**config.mk**
```make
export PLATFORM = sky130hd
export DESIGN_NAME = expand_tokens
export DESIGN_NICKNAME = d
export VERILOG_FILES = /design/src/rtl/expand_tokens.sv
export SDC_FILE = /design/constraint.sdc
export NUM_CORES = 1
export LEC_CHECK = 0
export ABC_AREA = 1
export CORE_AREA = 2 2 39 41
export DETAILED_ROUTE_END_ITERATION = 6
export DIE_AREA = 0 0 41 43
export PLACE_DENSITY = 0.39
export SETUP_SLACK_MARGIN = 0.3
export SLEW_MARGIN = 0
export SYNTH_ARGS = -nofsm -noshare
export SYNTH_HDL_FRONTEND = slang
export SYNTH_SLANG_ARGS = --single-unit
```
**constraint.sdc**
```tcl
create_clock -name clk -period 2.5 [get_ports clk]
set_input_delay 0.5 -clock clk [delete_from_list [all_inputs] [get_ports clk]]
set_output_delay 0.5 -clock clk [all_outputs]
set_load 0.01 [all_outputs]
```
**src/rtl/expand_tokens.sv**
```systemverilog
// ============================================================================
// Module   : expand_tokens
// Function : Serial token expander. Every '1' on a yields FACTOR '1's on b,
//            one per cycle, with the first leaving in the same cycle. Tokens
//            that cannot leave yet wait in a saturating pending counter; a
//            sticky overflow flag records any tokens lost to saturation.
// Options  : EXPAND_TOKENS_CLEAR_EN adds a synchronous clear input (clr)
//            that drops all pending tokens and the overflow flag.
// Revision : 1.0 - initial release
// ============================================================================
`default_nettype none

module expand_tokens #(
  parameter int FACTOR      = 2,
  parameter int MAX_PENDING = 7,
  localparam int CNT_W      = $clog2(MAX_PENDING + 1)
) (
  input  logic             clk,
  input  logic             rst,
`ifdef EXPAND_TOKENS_CLEAR_EN
  input  logic             clr,
`endif
  input  logic             a,
  output logic             b,
  output logic [CNT_W-1:0] pending,
  output logic             overflow
);

  // Wide enough that pending + FACTOR (FACTOR <= 16) can never wrap.
  localparam int TOT_W = CNT_W + 5;

  logic [CNT_W-1:0] pending_q;
  logic [CNT_W-1:0] pending_d;
  logic             overflow_q;
  logic             overflow_d;
  logic [TOT_W-1:0] total;
  logic [TOT_W-1:0] nxt;
  logic             emit;
  logic             clear;

`ifdef EXPAND_TOKENS_CLEAR_EN
  assign clear = clr;
`else
  assign clear = 1'b0;
`endif

  // Token arithmetic: add this cycle's expansion, emit one, saturate the rest.
  always_comb begin
    total      = TOT_W'(pending_q) + (a ? TOT_W'(FACTOR) : '0);
    emit       = (total != '0);
    nxt        = total - TOT_W'(emit);
    pending_d  = nxt[CNT_W-1:0];
    overflow_d = overflow_q;
    if (nxt > TOT_W'(MAX_PENDING)) begin
      pending_d  = CNT_W'(MAX_PENDING);
      overflow_d = 1'b1;
    end
  end

  // Output token is suppressed while reset or clear discards the state.
  assign b        = emit & ~rst & ~clear;
  assign pending  = pending_q;
  assign overflow = overflow_q;

  // State registers; reset wins over clear, clear wins over normal update.
  always_ff @(posedge clk) begin
    if (rst) begin
      pending_q  <= '0;
      overflow_q <= 1'b0;
    end else if (clear) begin
      pending_q  <= '0;
      overflow_q <= 1'b0;
    end else begin
      pending_q  <= pending_d;
      overflow_q <= overflow_d;
    end
  end

endmodule

`default_nettype wire

```
* Yosys cells after proc, flatten, opt, wreduce, memory -nomap -nowiden *
Cells that the tools add are included.

storage, ports and cells
  register bits = 4
  logic and storage cells = 10

operators by class
  add/subtract/negate cells = 2
  reduce and logical (&&, ||, !) cells = 1
  bitwise gates (word level) = 2
  mux-type cells = 2
  magnitude comparators = 1

operators with widths
  kind                                                                             number
  8-bit by 3-bit greater-than comparator with 1-bit output, second input constant  1
  8-bit nonzero test                                                               1
  4-bit by 1-bit subtractor with 5-bit output                                      1
  3-bit by 2-bit adder with 4-bit output                                           1
  3-bit 2-to-1 mux                                                                 1
  2-bit 2-to-1 mux                                                                 1
  1-bit AND                                                                        1
  1-bit NOT                                                                        1

* Logic depth before layout (Yosys ltp) *
Gate-level depths: netlist of the first run.

  depth after elaboration = 6
  mapped depth = 12

* Worst setup path before layout of the first run *
Ideal clock, no wire load.

  path type = input to register
  start point = in a
  end point = reg pending_q[2], in the netlist pending[2]
  data required time = 2.391 ns
  setup slack = 0.706 ns
  stages = 12
  arrival time = 1.685 ns
  library setup time = 0.109 ns
  path buffers = 0
  cells stage by stage = ha_1 > inv_1 > ha_1 > nand3_1 > ha_1 > ha_1 > inv_1 > nand2_1 > nand2_1 > nand4_1 > nand2_1 > inv_1

between the ends
  longest elaborated chain between the ends = 6

ends and longest elaborated chain
  what                                                      line  text
  from (decl)                                               23    input logic a,
  2-bit 2-to-1 mux (*)                                      49    total = TOT_W'(pending_q) + (a ? TOT_W'(FACTOR) : '0);
  3-bit by 2-bit adder with 4-bit output (*)                49
  8-bit nonzero test                                        50    emit = (total != '0);
  4-bit by 1-bit subtractor with 5-bit output (*)           51    nxt = total - TOT_W'(emit);
  8-bit by 3-bit greater-than comparator with 1-bit output  54    if (nxt > TOT_W'(MAX_PENDING)) begin
  3-bit 2-to-1 mux (*)                                      54
  to (signal assigned)                                      74    pending_q <= pending_d;
  to (decl)                                                 32    logic [CNT_W-1:0] pending_q;

Every way passes the cells marked *; elsewhere a longest branch is shown, timed or not.
A chain may end at the register's enable or synchronous reset.

* Worst setup path after layout of the first run *
Same ends and word-level chain as after synthesis.

==> impl_metrics.py, run 1 <==
metrics = {
    "finish": {
        "diodes": 0,
        "synthToLayoutAreaGrowth_pct": 60.6,
        "drive_above_1_share_pct": 27.3,
        "post-route-util_pct": 32.1,
        "fin_area_sq_um": 444,
        "finalNetCount": 65,
        "final_common_cell": "inv_1",
        "final_cell_mix": "12 x inv_1, 10 x nand2_1, 5 x clkdlybuf4s50_1, 5 x buf_4",
    },
    "synthesis": {
        "ys_types": 8,
        "syn_area_per_cell_sq_um": 6.91,
        "netlist_instances": 40,
        "ys_warn_count": 0,
        "netlist_area_sq_um": 277,
        "synth_nets": 48,
        "yosys_register_bits": 4,
        "yosysSeqAreaShare_pct": 29.0,
    },
    "timing": {
        "slew-limit-headroom_pct": 89.0,
        "whs_ps": 545,
        "fmax_mhz": 557,
        "clock_skew_ps": 0.823,
        "final-setup-viol-count": 0,
        "finalCritPeriodShare_pct": 71.8,
        "slew_viol_final": 0,
        "setup_slack_ps": 706,
        "finalHoldViolCount": 0,
        "worst-slew-pin-transition_ps": 164,
        "finalCriticalPeriod_ps": 1790,
        "grt_setup_unrepaired": "false",
    },
    "power": {
        "leakage_nw": 0.241,
        "intPower_w": 0.000373,
        "switching_share_pct": 39.5,
        "p_seq_share_pct": 18.2,
        "p_switching_w": 0.000244,
        "clkPwrFrac_pct": 12.8,
        "power_frac_comb_pct": 69.0,
        "power_density_nw_per_um2": 1390,
        "irDropWorstVdd_v": 0.000418,
    },
    "route": {
        "ant_nets": 0,
        "vias": 279,
        "first_pass_iters": 2,
        "detail_route.vias_per_cell": 3.93,
        "wl_per_cell_microns": 8.39,
        "drt-total-wl_microns": 596,
        "drc": 0,
        "drt_iter0_drc": 3,
    },
    "grt": {
        "first_global_vias": 237,
        "grt_pass1_wl_microns": 841,
        "grt_max_degree": 5,
        "grt_antenna_before_repair": 0,
        "grt_usage_pct": 7.71,
        "grt_overflow": 0,
    },
    "floorplan": {
        "die-width_microns": 41,
        "start_util_pct": 20.0,
        "dieArea_sq_um": 1760,
        "rows": 14,
        "die_h_microns": 43,
        "io_pins": 8,
        "core_area_sq_um": 1380,
    },
    "run": {
        "cap_violations": 0,
    },
    "cts": {
        "insertion_delay_ps": 230,
        "cts.clk_slew.worst_paths_ps": 40,
        "htreeDepth": 1,
        "clk_path_buf_depth": 2,
        "cts_inserted_buffers": 3,
        "root_buffer": "clkbuf_4",
        "cts_tree": "done",
        "holdBufCountCts": 0,
        "cts_sinks": 4,
    },
    "hold_path": {
        "holdCritPathClass": "reg -> reg",
    },
    "setup_path": {
        "critPathCaptureType": "flip-flop",
        "cp_max_fo": 3,
        "arrival_ps": 1920,
        "critical_path_required_ps": 2630,
        "path_class": "in -> reg",
        "cp-start-kind": "input pin",
    },
    "placed_design": {
        "port_buffers": 7,
        "place_ws_ps": -90.5,
        "placed_area_sq_um": 389,
        "dp_hpwl_microns": 462,
        "gp_congestion": 0.635,
    },
    "status": {
        "outcome": "completed",
    },
}
-- area by class of cell --
cell class,count,area (sq um)
fill,161,940
multi-input combinational,23,168
timing repair buffer,12,105
sequential,4,80.1
inverter,13,48.8
clock buffer,3,22.5
tap,16,20.0
-- per-layer routing --
metal,track usage [%],wire length [microns]
met1,8.28,275
met2,9.38,308
met3,3.14,11
met4,10.0,0
met5,0,0
-- power groups by stage --
stage | sequential, W | clock, W | combinational [W]
4_1_cts | 0.000113 | 0.0000831 | 0.000368
5_1_grt | 0.000116 | 0.0000890 | 0.000491
2_1_floorplan | 0.000126 | 0 | 0.000218
3_5_place_dp | 0.000114 | 0 | 0.000371
3_3_place_gp | 0.000113 | 0 | 0.000375
6_report | 0.000112 | 0.0000789 | 0.000426
-- flip-flops by register name, summed over array words and instances (netlist names) --
register and cells:
pending 3, overflow 1
-- worst paths after layout --
| path | from | endpoint | slack, ps | cells after the start |
|---|---|---|---|---|
| worst min-delay path | overflow | overflow | 540 | 4 |
| worst min register to register | overflow | overflow | 540 | 4 |
| worst max-delay path | a | pending[2] | 710 | 14 |
| worst max register to register | pending[1] | pending[2] | 770 | 13 |
-- cell usage after synthesis --
library cell  number  area (sq um)
inv_1             13          48.8
nand2_1           10          37.5
ha_1               5          62.6
dfxtp_1            4          80.1
nand4_1            4          25.0
nand3_1            2          10.0
a31oi_1            1          6.26
nor2_2             1          6.26
-- worst max-delay path: stages --
cell	delay, ps
dlymetal6s2s_1	120
ha_2	170
inv_1	50
ha_2	170
buf_4	110
nand3_1	80
ha_2	200
ha_4	160
inv_1	40
nand2_1	40
nand2_1	60
nand4_1	100
nand2_1	80
inv_1	40
-- per-stage QoR --
| step | TNS [ps] | cells | total power, W |
|---|---|---|---|
| finish | 0 | 71 | 0.000617 |
| global route | 0 | 71 | 0.000695 |
| CTS | 0 | 69 | 0.000564 |
| detailed placement | -90.5 | 66 | 0.000485 |
| global placement | -88.6 | 66 | 0.000488 |
| floorplan | 0 | 40 | 0.000344 |
-- timing repair --
item                       in CTS  in global routing
buffers inserted                0                  2
pin swaps                       0                  2
setup endpoints to repair       1                  5
resized for setup               4                  7
-- logic make-up (layout without fill, tap and decap cells) --
logic type	count (synthesis)	count (layout)	synth area share, %
compound gates	1	1	2.26
fa+ha+maj	5	5	22.6
flops	4	4	29.0
buf+inv	13	28	17.6
simple gates	17	17	28.5
Note: power is estimated with default switching activity, not from simulation.
==> inputs of run 2 (changes only) <==
--- a/config.mk
+++ b/config.mk
@@ -9,7 +9,7 @@
 export CORE_AREA = 2 2 39 41
 export DETAILED_ROUTE_END_ITERATION = 6
 export DIE_AREA = 0 0 41 43
-export PLACE_DENSITY = 0.39
+export PLACE_DENSITY = 0.41
 export SETUP_SLACK_MARGIN = 0.3
 export SLEW_MARGIN = 0
 export SYNTH_ARGS = -nofsm -noshare
==> constraint.sdc (replaced) <==
create_clock -name clk -period 1.6 [get_ports clk]
set_input_delay 0.32 -clock clk [delete_from_list [all_inputs] [get_ports clk]]
set_output_delay 0.32 -clock clk [all_outputs]
set_load 0.01 [all_outputs]
==> run 2 against run 1 <==
Count of clock-buffer cells in the layout is 1 higher. Sequential cell count stayed put. Worst hold slack better by 9.3 ps. Combinational power is 96% higher. Non-clock buffer count is 4 higher. Utilization is 6.1 points higher. First-iteration DRC count is 33% lower. Total power is 87% higher. Critical endpoint unchanged.
==> impl_metrics.py, run 2 (synthesized netlist as in run 1, its figures left out) <==
metrics = {
    "status": {
        "outcome": "completed",
    },
    "power": {
        "power_density_nw_per_um2": 2180,
        "leakage_nw": 0.274,
        "irDropWorstVdd_v": 0.000635,
    },
    "cts": {
        "cts.clk_slew.worst_paths_ps": 40,
        "cts_inserted_buffers": 3,
        "clk_path_buf_depth": 2,
        "root_buffer": "clkbuf_4",
        "cts_tree": "done",
        "holdBufCountCts": 0,
        "insertion_delay_ps": 230,
        "htreeDepth": 1,
        "cts_sinks": 4,
    },
    "route": {
        "vias": 296,
        "detail_route.vias_per_cell": 3.89,
        "drt_iter0_drc": 2,
        "ant_nets": 0,
        "wl_per_cell_microns": 9.22,
        "drt-total-wl_microns": 701,
        "first_pass_iters": 2,
        "drc": 0,
    },
    "run": {
        "cap_violations": 0,
    },
    "setup_path": {
        "crit_chain": "ha_4 > inv_4 > ha_4 > buf_6 > nand3_4 > ha_4 > ha_4 > inv_2 > nand2_1 > nand2_1 > nand4_1 > nand2_1 > inv_1",
        "cp-start-kind": "flip-flop",
        "path_class": "reg -> reg",
        "worst_path_largest_cell_delay_ps": 340,
        "critical_path_required_ps": 1730,
        "arrival_ps": 1730,
        "crit_top_cell": "ha_4",
        "critPathTopFamily": "adder cells",
        "critPathBufInv": 4,
        "cp_max_fo": 3,
        "critPathCaptureType": "flip-flop",
        "crit_slowest_cell": "dfxtp_4",
    },
    "timing": {
        "grt_setup_unrepaired": "true",
        "final-setup-viol-count": 0,
        "clock_skew_ps": 3.23,
        "finalCriticalPeriod_ps": 1600,
        "slew_viol_final": 0,
        "fmax_mhz": 626,
        "finalCritPeriodShare_pct": 99.8,
        "worst-slew-pin-transition_ps": 197,
        "finalHoldViolCount": 0,
        "slew-limit-headroom_pct": 86.9,
    },
    "finish": {
        "fin_area_sq_um": 528,
        "final_common_cell": "inv_1",
        "final_cell_mix": "10 x inv_1, 9 x nand2_1, 8 x buf_4",
        "largest_reg_flops": 3,
        "post-route-util_pct": 38.2,
        "finalNetCount": 69,
        "fillers": 154,
        "synthToLayoutAreaGrowth_pct": 91.0,
        "diodes": 0,
        "drive_above_1_share_pct": 40.0,
        "fin_cells": 76,
    },
    "grt": {
        "grt_usage_pct": 10.9,
        "grt_max_degree": 5,
        "grt_pass1_wl_microns": 1270,
        "grt_antenna_before_repair": 0,
        "first_global_vias": 320,
        "grt_overflow": 0,
    },
    "placed_design": {
        "gp_congestion": 0.638,
        "port_buffers": 7,
        "dp_hpwl_microns": 590,
        "placed_area_sq_um": 483,
        "dp_cells": 70,
    },
    "floorplan": {
        "rows": 14,
        "die-width_microns": 41,
        "die_h_microns": 43,
        "io_pins": 8,
        "core_area_sq_um": 1380,
        "start_util_pct": 20.0,
        "dieArea_sq_um": 1760,
    },
    "hold_path": {
        "holdCritPathClass": "reg -> reg",
    },
}
## run 2: cell types whose count changed in the layout (fill, tap and decap cells not counted), moves of 2 or more
cell             delta
buf_4               +3
inv_1               -2
clkdlybuf4s50_1     -4
ha_4                +3
inv_4               +2
dlygate4sd2_1       +4
ha_2                -3
## run 2: worst paths after layout
check / from / endpoint / slack, ps / depth (start not counted)
hold reg to reg: overflow / overflow / 550 / 4
setup / recovery: pending[1] / pending[2] / 4 / 13
setup reg to reg: pending[1] / pending[2] / 4 / 13
hold / removal: overflow / overflow / 550 / 4
## run 2: tightest hold or removal path: stages (launching register included)
cell	delay, ps
dfxtp_1	320
inv_1	40
nand4_1	80
nand2_1	50
inv_1	40
## run 2: per-stage QoR
stage | setup TNS, ps | worst slack (ps) | power (W) | hold WS, ps
finish | 0 | 3.68 | 0.00115 | 554
detailed placement | -2700 | -644 | 0.000998 | 555
floorplan | 0 | 113 | 0.000699 | 488
CTS | -5.32 | -5.32 | 0.00118 | 565
global placement | -2480 | -575 | 0.00101 | 543
global route | -319 | -92.2 | 0.00129 | 602
## run 2: where the power goes
| part | total, W | leakage [nW] | switching [W] | internal, W |
|---|---|---|---|---|
| clock network | 0.000135 | 0.0150 | 0.0000411 | 0.0000936 |
| logic | 0.000835 | 0.225 | 0.000391 | 0.000444 |
| registers | 0.000183 | 0.0340 | 0.0000273 | 0.000156 |
| total | 0.00115 | 0.274 | 0.000459 | 0.000694 |
## run 2: cell type report
class	count	area (sq um)	share of cell area (%)
Multi-Input combinational cell	23	213	40.3
Timing Repair Buffer	16	131	24.9
Sequential cell	4	83.8	15.9
Inverter	13	53.8	10.2
Clock buffer	4	26.3	4.98
Tap cell	16	20.0	3.79
## run 2: timing repair
| item | CTS | global route |
|---|---|---|
| pin swaps | 6 | 0 |
| endpoints found under the setup margin | 9 | 5 |
| buffers inserted | 2 | 0 |
| resized for setup | 13 | 0 |
## run 2: layer usage
layer	wire length (microns)	global-route usage [%]
met5	0	0
met1	293	12.9
met2	391	16.6
met3	15	3.66
met4	0	6.00
